### src/rtl/tlb_lookup_if.sv
// Lookup bus between the TLB tag/data array, the requester and the lookup stage.
// master drives the request and array contents; slave is the lookup stage.
interface tlb_lookup_if #(
  parameter int unsigned NUM_WAYS       = 4,
  parameter int unsigned SET_INDEX_BITS = 4,
  parameter int unsigned VPN_BITS       = 20
);
  localparam int unsigned OFF_W = 32 - VPN_BITS;
  localparam int unsigned WAY_W = (NUM_WAYS > 1) ? $clog2(NUM_WAYS) : 1;

  logic [31:0]                  vaddr;
  logic                         access_type;
  logic                         lookup_req;
  logic [NUM_WAYS-1:0]          tlb_valid;
  logic [NUM_WAYS*VPN_BITS-1:0] tlb_vpn;
  logic [NUM_WAYS*VPN_BITS-1:0] tlb_ppn;
  logic [NUM_WAYS*2-1:0]        tlb_perms;
  logic                         stats_clr;

  logic [VPN_BITS-1:0]          vpn;
  logic [SET_INDEX_BITS-1:0]    set_index;
  logic [OFF_W-1:0]             page_offset;
  logic                         hit;
  logic                         multi_hit;
  logic [WAY_W-1:0]             hit_way;
  logic [VPN_BITS-1:0]          hit_ppn;
  logic [1:0]                   hit_perms;
  logic                         perm_fault;
  logic                         resp_valid;
  logic                         resp_hit;
  logic                         resp_fault;
  logic [WAY_W-1:0]             resp_way;
  logic [31:0]                  resp_paddr;
  logic [31:0]                  hit_count;
  logic [31:0]                  miss_count;
  logic [31:0]                  fault_count;

  modport master (
    output vaddr, access_type, lookup_req, tlb_valid, tlb_vpn, tlb_ppn, tlb_perms, stats_clr,
    input  vpn, set_index, page_offset, hit, multi_hit, hit_way, hit_ppn, hit_perms,
           perm_fault, resp_valid, resp_hit, resp_fault, resp_way, resp_paddr,
           hit_count, miss_count, fault_count
  );

  modport slave (
    input  vaddr, access_type, lookup_req, tlb_valid, tlb_vpn, tlb_ppn, tlb_perms, stats_clr,
    output vpn, set_index, page_offset, hit, multi_hit, hit_way, hit_ppn, hit_perms,
           perm_fault, resp_valid, resp_hit, resp_fault, resp_way, resp_paddr,
           hit_count, miss_count, fault_count
  );
endinterface

### src/rtl/tlb_lookup.sv
// Set-associative TLB lookup stage: tag compare, permission check, registered response.
// Optional hit/miss/fault statistics counters enabled by TLB_LOOKUP_STATS_EN.
module tlb_lookup #(
  parameter int unsigned NUM_WAYS       = 4,
  parameter int unsigned SET_INDEX_BITS = 4,
  parameter int unsigned VPN_BITS       = 20
) (
  input logic        clk,
  input logic        rst_n,
  tlb_lookup_if.slave bus
);
  localparam int unsigned OFF_W = 32 - VPN_BITS;
  localparam int unsigned WAY_W = (NUM_WAYS > 1) ? $clog2(NUM_WAYS) : 1;

  logic [VPN_BITS-1:0] vpn_c;
  logic [NUM_WAYS-1:0] match_c;
  logic                hit_c;
  logic                multi_c;
  logic [WAY_W-1:0]    way_c;
  logic [VPN_BITS-1:0] ppn_c;
  logic [1:0]          perms_c;
  logic                fault_c;
  logic [31:0]         paddr_c;

  assign vpn_c = bus.vaddr[OFF_W +: VPN_BITS];

  // Per-way tag compare against the full VPN
  always_comb begin
    match_c = '0;
    for (int i = 0; i < NUM_WAYS; i++) begin
      match_c[i] = bus.tlb_valid[i] && (bus.tlb_vpn[i*VPN_BITS +: VPN_BITS] == vpn_c);
    end
  end

  // Descending scan so the lowest-numbered matching way is the last assignment
  always_comb begin
    way_c   = '0;
    ppn_c   = '0;
    perms_c = '0;
    for (int i = NUM_WAYS - 1; i >= 0; i--) begin
      if (match_c[i]) begin
        way_c   = WAY_W'(i);
        ppn_c   = bus.tlb_ppn[i*VPN_BITS +: VPN_BITS];
        perms_c = bus.tlb_perms[i*2 +: 2];
      end
    end
  end

  assign hit_c   = |match_c;
  assign multi_c = |(match_c & (match_c - NUM_WAYS'(1)));
  assign fault_c = !hit_c || (bus.access_type ? !perms_c[1] : !perms_c[0]);
  assign paddr_c = {ppn_c, bus.vaddr[OFF_W-1:0]};

  assign bus.vpn         = vpn_c;
  assign bus.set_index   = bus.vaddr[OFF_W +: SET_INDEX_BITS];
  assign bus.page_offset = bus.vaddr[OFF_W-1:0];
  assign bus.hit         = hit_c;
  assign bus.multi_hit   = multi_c;
  assign bus.hit_way     = way_c;
  assign bus.hit_ppn     = ppn_c;
  assign bus.hit_perms   = perms_c;
  assign bus.perm_fault  = fault_c;

  logic             resp_valid_q;
  logic             resp_hit_q;
  logic             resp_fault_q;
  logic [WAY_W-1:0] resp_way_q;
  logic [31:0]      resp_paddr_q;

  // Response payload only updates on a request; valid tracks the request every cycle
  always_ff @(posedge clk or negedge rst_n) begin
    if (!rst_n) begin
      resp_valid_q <= 1'b0;
      resp_hit_q   <= 1'b0;
      resp_fault_q <= 1'b0;
      resp_way_q   <= '0;
      resp_paddr_q <= '0;
    end else begin
      resp_valid_q <= bus.lookup_req;
      if (bus.lookup_req) begin
        resp_hit_q   <= hit_c;
        resp_fault_q <= fault_c;
        resp_way_q   <= way_c;
        resp_paddr_q <= paddr_c;
      end
    end
  end

  assign bus.resp_valid = resp_valid_q;
  assign bus.resp_hit   = resp_hit_q;
  assign bus.resp_fault = resp_fault_q;
  assign bus.resp_way   = resp_way_q;
  assign bus.resp_paddr = resp_paddr_q;

`ifdef TLB_LOOKUP_STATS_EN
  logic [31:0] hit_cnt_q;
  logic [31:0] miss_cnt_q;
  logic [31:0] fault_cnt_q;

  function automatic logic [31:0] sat_inc(input logic [31:0] c);
    return (c == 32'hFFFF_FFFF) ? c : c + 32'd1;
  endfunction

  // Clear wins over a same-cycle increment; counters stick at all-ones
  always_ff @(posedge clk or negedge rst_n) begin
    if (!rst_n) begin
      hit_cnt_q   <= '0;
      miss_cnt_q  <= '0;
      fault_cnt_q <= '0;
    end else if (bus.stats_clr) begin
      hit_cnt_q   <= '0;
      miss_cnt_q  <= '0;
      fault_cnt_q <= '0;
    end else if (bus.lookup_req) begin
      if (hit_c && !fault_c) hit_cnt_q   <= sat_inc(hit_cnt_q);
      if (!hit_c)            miss_cnt_q  <= sat_inc(miss_cnt_q);
      if (hit_c && fault_c)  fault_cnt_q <= sat_inc(fault_cnt_q);
    end
  end

  assign bus.hit_count   = hit_cnt_q;
  assign bus.miss_count  = miss_cnt_q;
  assign bus.fault_count = fault_cnt_q;
`else
  logic unused_stats_clr;
  assign unused_stats_clr = bus.stats_clr;
  assign bus.hit_count    = '0;
  assign bus.miss_count   = '0;
  assign bus.fault_count  = '0;
`endif
endmodule

### src/flat_wrapper.sv
// flat-port wrapper written by rule: the top's interface ports become plain ports
module tlb_lookup_flat 
#(
  parameter int unsigned NUM_WAYS       = 4,
  parameter int unsigned SET_INDEX_BITS = 4,
  parameter int unsigned VPN_BITS       = 20
)
  (clk, rst_n, bus_vaddr, bus_access_type, bus_lookup_req, bus_tlb_valid, bus_tlb_vpn, bus_tlb_ppn, bus_tlb_perms, bus_stats_clr, bus_vpn, bus_set_index, bus_page_offset, bus_hit, bus_multi_hit, bus_hit_way, bus_hit_ppn, bus_hit_perms, bus_perm_fault, bus_resp_valid, bus_resp_hit, bus_resp_fault, bus_resp_way, bus_resp_paddr, bus_hit_count, bus_miss_count, bus_fault_count);
  tlb_lookup_if #(.NUM_WAYS(NUM_WAYS), .SET_INDEX_BITS(SET_INDEX_BITS), .VPN_BITS(VPN_BITS)) bus_i ();
  input logic clk;
  input logic rst_n;
  input wire logic [$bits(bus_i.vaddr)-1:0] bus_vaddr;
  input wire logic [$bits(bus_i.access_type)-1:0] bus_access_type;
  input wire logic [$bits(bus_i.lookup_req)-1:0] bus_lookup_req;
  input wire logic [$bits(bus_i.tlb_valid)-1:0] bus_tlb_valid;
  input wire logic [$bits(bus_i.tlb_vpn)-1:0] bus_tlb_vpn;
  input wire logic [$bits(bus_i.tlb_ppn)-1:0] bus_tlb_ppn;
  input wire logic [$bits(bus_i.tlb_perms)-1:0] bus_tlb_perms;
  input wire logic [$bits(bus_i.stats_clr)-1:0] bus_stats_clr;
  output wire logic [$bits(bus_i.vpn)-1:0] bus_vpn;
  output wire logic [$bits(bus_i.set_index)-1:0] bus_set_index;
  output wire logic [$bits(bus_i.page_offset)-1:0] bus_page_offset;
  output wire logic [$bits(bus_i.hit)-1:0] bus_hit;
  output wire logic [$bits(bus_i.multi_hit)-1:0] bus_multi_hit;
  output wire logic [$bits(bus_i.hit_way)-1:0] bus_hit_way;
  output wire logic [$bits(bus_i.hit_ppn)-1:0] bus_hit_ppn;
  output wire logic [$bits(bus_i.hit_perms)-1:0] bus_hit_perms;
  output wire logic [$bits(bus_i.perm_fault)-1:0] bus_perm_fault;
  output wire logic [$bits(bus_i.resp_valid)-1:0] bus_resp_valid;
  output wire logic [$bits(bus_i.resp_hit)-1:0] bus_resp_hit;
  output wire logic [$bits(bus_i.resp_fault)-1:0] bus_resp_fault;
  output wire logic [$bits(bus_i.resp_way)-1:0] bus_resp_way;
  output wire logic [$bits(bus_i.resp_paddr)-1:0] bus_resp_paddr;
  output wire logic [$bits(bus_i.hit_count)-1:0] bus_hit_count;
  output wire logic [$bits(bus_i.miss_count)-1:0] bus_miss_count;
  output wire logic [$bits(bus_i.fault_count)-1:0] bus_fault_count;
  assign bus_i.vaddr = bus_vaddr;
  assign bus_i.access_type = bus_access_type;
  assign bus_i.lookup_req = bus_lookup_req;
  assign bus_i.tlb_valid = bus_tlb_valid;
  assign bus_i.tlb_vpn = bus_tlb_vpn;
  assign bus_i.tlb_ppn = bus_tlb_ppn;
  assign bus_i.tlb_perms = bus_tlb_perms;
  assign bus_i.stats_clr = bus_stats_clr;
  assign bus_vpn = bus_i.vpn;
  assign bus_set_index = bus_i.set_index;
  assign bus_page_offset = bus_i.page_offset;
  assign bus_hit = bus_i.hit;
  assign bus_multi_hit = bus_i.multi_hit;
  assign bus_hit_way = bus_i.hit_way;
  assign bus_hit_ppn = bus_i.hit_ppn;
  assign bus_hit_perms = bus_i.hit_perms;
  assign bus_perm_fault = bus_i.perm_fault;
  assign bus_resp_valid = bus_i.resp_valid;
  assign bus_resp_hit = bus_i.resp_hit;
  assign bus_resp_fault = bus_i.resp_fault;
  assign bus_resp_way = bus_i.resp_way;
  assign bus_resp_paddr = bus_i.resp_paddr;
  assign bus_hit_count = bus_i.hit_count;
  assign bus_miss_count = bus_i.miss_count;
  assign bus_fault_count = bus_i.fault_count;
  tlb_lookup #(.NUM_WAYS(NUM_WAYS), .SET_INDEX_BITS(SET_INDEX_BITS), .VPN_BITS(VPN_BITS)) u_core (.clk(clk), .rst_n(rst_n), .bus(bus_i));
endmodule
### config.mk
export PLATFORM = sky130hd
export DESIGN_NAME = tlb_lookup_flat
export DESIGN_NICKNAME = d
export VERILOG_FILES = /design/src/rtl/tlb_lookup_if.sv /design/src/rtl/tlb_lookup.sv /design/src/flat_wrapper.sv
export SDC_FILE = /design/constraint.sdc
export NUM_CORES = 1
export LEC_CHECK = 0
export CAP_MARGIN = 20
export CORE_AREA = 2 2 156 158
export CTS_CLUSTER_SIZE = 20
export DETAILED_ROUTE_END_ITERATION = 8
export DIE_AREA = 0 0 158 160
export SLEW_MARGIN = 20
export SYNTH_ARGS = -nofsm -noshare
export SYNTH_HDL_FRONTEND = slang
export SYNTH_SLANG_ARGS = --single-unit
### constraint.sdc
create_clock -name clk -period 3.5 [get_ports clk]
set_clock_uncertainty 0.1 [all_clocks]
set_input_delay 0.7 -clock clk [delete_from_list [all_inputs] [get_ports clk]]
set_output_delay 0.7 -clock clk [all_outputs]
set_load 0.05 [all_outputs]
# Yosys cells after proc, flatten, opt, wreduce, memory -nomap -nowiden
# Index checks and enable logic that the tools add are counted.
[totals]
reg_bits = 37
inputBits = 209
output_inout_bits = 196
[op_classes]
addsub = 1
n_eq_ne = 4
muxes = 13
bitwise = 1
n_reduce_logical = 10
[op_table]
columns = ["operator", "n"]
rows = [
  ["$eq 20x20->1", 4],
  ["$mux 20", 4],
  ["$mux 2", 8],
  ["$reduce_or 4->1", 2],
  ["$and 4x4->4", 1],
  ["$logic_and 1x1->1", 4],
  ["$sub 4x1->4 const B", 1],
  ["$logic_not 1->1", 3],
  ["$logic_or 1x1->1", 1],
  ["$mux 1", 1],
]

# Longest topological paths before layout
[depth]
depth_word = 9
mapped_depth = 10
mapped_depth_nobuf = 7

# Worst setup path before layout
# OpenSTA, ideal clock, no wires.
[synth_timing]
path_kind = "in2out"
startpoint = "input port bus_vaddr[27]"
endpoint = "output port bus_hit_perms[0]"
t_arrival_ps = 3363
slack_ps = -663
cell_stages = 7
path_cell_list = "buf_6 xnor2_1 nand4_1 nor4_1 clkbuf_1 a41oi_1 o31ai_1"
[synth_between]
elab_chain_len = 6
word_cells_on_any_way = 12
classes_between = "eq/ne: 4; mux: 4; reduce/logical: 4"
[synth_rtl]
columns = ["item", "line", "rtl"]
rows = [
  ["start: declaration", "flat_wrapper.sv:12", "input wire logic [$bits(bus_i.vaddr)-1:0] bus_vaddr;"],
  ["$eq 20x20->1", "tlb_lookup.sv:31", "match_c[i] = bus.tlb_valid[i] && (bus.tlb_vpn[i*VPN_BITS +: VPN_BITS] == vpn_c);"],
  ["$logic_and 1x1->1", "tlb_lookup.sv:31", ""],
  ["$mux 2 (3 in a row)", "tlb_lookup.sv:41", "if (match_c[i]) begin"],
  ["$mux 2 (*)", "tlb_lookup.sv:41", ""],
  ["end: declaration", "flat_wrapper.sv:27", "output wire logic [$bits(bus_i.hit_perms)-1:0] bus_hit_perms;"],
]
# Every way passes the cells marked *; elsewhere a longest branch is shown, timed or not.

# Worst setup path in the final report
[layout_timing]
startpoint = "input port bus_vaddr[17]"
endpoint = "output port bus_perm_fault"
[layout_between]
elab_chain_len = 9
word_cells_on_any_way = 18
classes_between = "eq/ne: 4; mux: 5; reduce/logical: 9"
[layout_rtl]
columns = ["item", "line", "rtl"]
rows = [
  ["$eq 20x20->1", "tlb_lookup.sv:31", ""],
  ["$logic_and 1x1->1", "tlb_lookup.sv:31", ""],
  ["$mux 2 (4 in a row)", "tlb_lookup.sv:41", ""],
  ["$logic_not 1->1", "tlb_lookup.sv:51", "assign fault_c = !hit_c || (bus.access_type ? !perms_c[1] : !perms_c[0]);"],
  ["$mux 1", "tlb_lookup.sv:51", ""],
  ["$logic_or 1x1->1 (*)", "tlb_lookup.sv:51", ""],
  ["end: declaration", "flat_wrapper.sv:28", "output wire logic [$bits(bus_i.perm_fault)-1:0] bus_perm_fault;"],
]
# Marks and branches as above.

==> metrics.txt <==
outcome finished with violations; violated checks setup timing; DRC 0; FF-to-FF End u_core.bus.resp_paddr[3]; CTS Sinks 37; Top FF cell, synth dfrtp_1; die width 158 um; DR vias 5106; peak supply drop 156 uV; first-pass GRT wire length 29000 um; RePlAce Congestion 0.852; Detail Placement HPWL 16900 um; Hold Path Sink u_core.bus.resp_paddr[8]; P&R area growth vs syn 122%; Avg WL per Cell 16.1 um; final hold viol count 0; crit path kind primary input to primary output; CTS tree done; Crit-path slowest cell or4b_4; fin crit period 3.66 ns; Vias/cell 4.00; Maximum Capacitance Violations 0; dpl ws -0.985 ns; largest net degree at the start of global routing 43; CP Launch Type primary input; antenna-violating nets left 0; row count 57; Congestion Overflow GR 0; Buf/Inv on CP 3; actual slew at the worst max-slew pin 0.864 ns; Cells on Worst Hold Path 1; reg2reg start u_core.bus.resp_paddr[3]; synth unique cells 38; Crit Path Max Fanout 7; hold buffers post-CTS 0; drt total wl 20600 um; Nets 1159; final core utilization 0.396; Mapped Area 4250 um^2; register bit count reported by yosys 37; DRT Pass-1 Iters 4; I/O Buffers 307; core area 23800 um^2; PD cells 206 nW/um^2; Max Freq 273 MHz; # setup viols final 21; FFs w/ async S/R, synth 1.00; Inserted Clock Buffers 5; clk root buf clkbuf_16; I/O pin count 405; worst path required time 2.70 ns; sequential area share after synthesis 0.218; H-tree levels 2; Die H 160 um; vias in the first global route 5055; Starting Density 0.178; cell breakdown of the critical path buf_12, a222oi_1, or4b_4, buf_12, o2111a_1, a211oi_2, o311ai_2, nand2_4, buf_12; Critical Path End Type primary output; Max Root-Sink Buffers 2; Avg Inst Size Synth 7.50 um^2; CP max stage delay 0.57 ns; worst min-delay path class flop to flop; unrepaired setup endpoints after global routing yes; R2R Setup Slk 2.64 ns; max-slew violations 0; share of layout cells above drive strength 1 0.390; Worst-path clk slew 0.05 ns; die area 25300 um^2; CP Depth 9; Clk Latency, worst-skew pair 0.28 ns; GRT Util Overall 0.152; Slew headroom 0.424; initial DRC count 182; PnR worst setup slack -0.163 ns; number of synthesized flops with an enable pin 0; Syn Inst Count 567; WP data arrival 2.86 ns; Ys Warns 0; CP top delay family compound AO/OA/AOI/OAI gates; P_leak 4.02 nW; Tcrit/Tclk final 1.05; initial antenna violation count 4; worst-case reg-to-reg path depth 1; Hold Startpoint u_core.bus.resp_paddr[8]; critical path's most frequent cell buf_12
## cell usage after synthesis (all sizes together) (2+ instances only)
| cell | n | share of area |
|---|---|---|
| a211oi | 2 | 0.0035 |
| a21oi | 21 | 0.025 |
| a31oi | 22 | 0.032 |
| a41oi | 2 | 0.0041 |
| buf | 139 | 0.24 |
| clkbuf | 25 | 0.022 |
| dfrtp | 37 | 0.22 |
| inv | 6 | 0.0053 |
| mux2 | 14 | 0.037 |
| nand2 | 47 | 0.041 |
| nand2b | 2 | 0.0029 |
| nand3 | 24 | 0.028 |
| nand4 | 7 | 0.010 |
| nor2 | 46 | 0.041 |
| nor3 | 46 | 0.054 |
| nor4 | 12 | 0.018 |
| o21ai | 21 | 0.025 |
| o311ai | 2 | 0.0041 |
| o31ai | 2 | 0.0035 |
| or2 | 2 | 0.0029 |
| xnor2 | 22 | 0.045 |
| xor2 | 55 | 0.11 |
## layer usage
metal	GRT usage	vias up	part of all wire
met3	0.0274	23	0.071
met5	0	-	0.00049
met2	0.292	243	0.54
met4	0.0377	2	0.017
met1	0.169	2380	0.37
li1	-	2458	-
## report_power, final
group	switching, mW	internal [mW]
logic	0.644	0.388
registers	0.0161	0.460
clock network	0.178	0.261
total	0.838	1.11
## worst max path at each step
stage / from / endpoint / slack (ns)
2_1_floorplan: bus_vaddr[27] / bus_hit_way[1] / -0.12
3_3_place_gp: bus_vaddr[30] / bus_hit_ppn[10] / -0.90
3_5_place_dp: bus_vaddr[30] / bus_hit_ppn[10] / -0.99
4_1_cts: bus_tlb_vpn[59] / bus_hit_ppn[19] / -0.16
5_1_grt: bus_vaddr[17] / bus_perm_fault / -0.24
6_report: bus_vaddr[17] / bus_perm_fault / -0.16
## cell type report
type	count	area (um^2)
antenna	2	5.00
clock buffer	5	125
clock inverter	3	17.5
fill	2439	14400
inverter	6	22.5
multi-input combinational	456	3470
sequential	37	926
tap	324	405
timing repair buffer	444	4450
## state kept, by name (all words and copies together), names as in the netlist
register               cells
u_core.bus.resp_paddr     32
u_core.bus.resp_hit        1
u_core.bus.resp_fault      1
u_core.bus.resp_valid      1
u_core.bus.resp_way        2
## kinds of logic (layout without fill, tap and decap cells)
family	after synthesis	after routing	share of synthesized area
XOR/XNOR	77	77	0.159
AND/OR/NAND/NOR	189	190	0.204
multiplexers	14	14	0.0371
buffers and inverters	170	458	0.270
other	1	98	0.000882
adder cells (fa/ha/maj)	1	1	0.00235
flip-flops	37	37	0.218
AO/OA/AOI/OAI	78	78	0.110
## cells in the final DEF (no fill, tap or decap), types with 4 or more instances in the layout
cell type,n
clkdlybuf4s50_1,183
buf_4,120
conb_1,96
xor2_1,45
nor2_1,44
dlygate4sd2_1,43
dfrtp_1,37
buf_12,34
buf_6,29
nand2_2,23
a31oi_1,22
nand2_1,21
xnor2_1,20
o21ai_2,18
nand3_1,17
nor3_1,16
nor3_2,15
nor3_4,15
mux2_2,14
buf_2,14
a21oi_2,12
xor2_2,9
a21oi_4,9
nand4_1,7
dlymetal6s2s_1,7
clkdlybuf4s15_1,7
nor4_2,6
nand3_2,5
clkbuf_16,5
inv_1,4
nor4_1,4
## repair_timing
| action | 4_1_cts | 5_1_grt |
|---|---|---|
| hold endpoints to repair | 0 | 0 |
| setup endpoints to repair | 43 | 27 |
| pin swaps | 60 | 51 |
| resized for setup | 294 | 108 |
| buffers inserted | 18 | 10 |
| cloned | 3 | 0 |
## through the flow
stage / TNS, ns / cells / hold WS, ns / power [mW] / cell area, um^2
after floorplan: -0.346 / 662 / 0.304 / 1.14 / 4720
after global placement: -26.36 / 1241 / 0.388 / 1.49 / 8180
after detailed placement: -30.22 / 1241 / 0.395 / 1.49 / 8180
after CTS: -2.02 / 1269 / 0.408 / 1.95 / 8940
after global routing: -3.44 / 1276 / 0.418 / 2.03 / 9430
final: -1.16 / 1277 / 0.403 / 1.95 / 9430
Power figures use the tool's default switching activity.
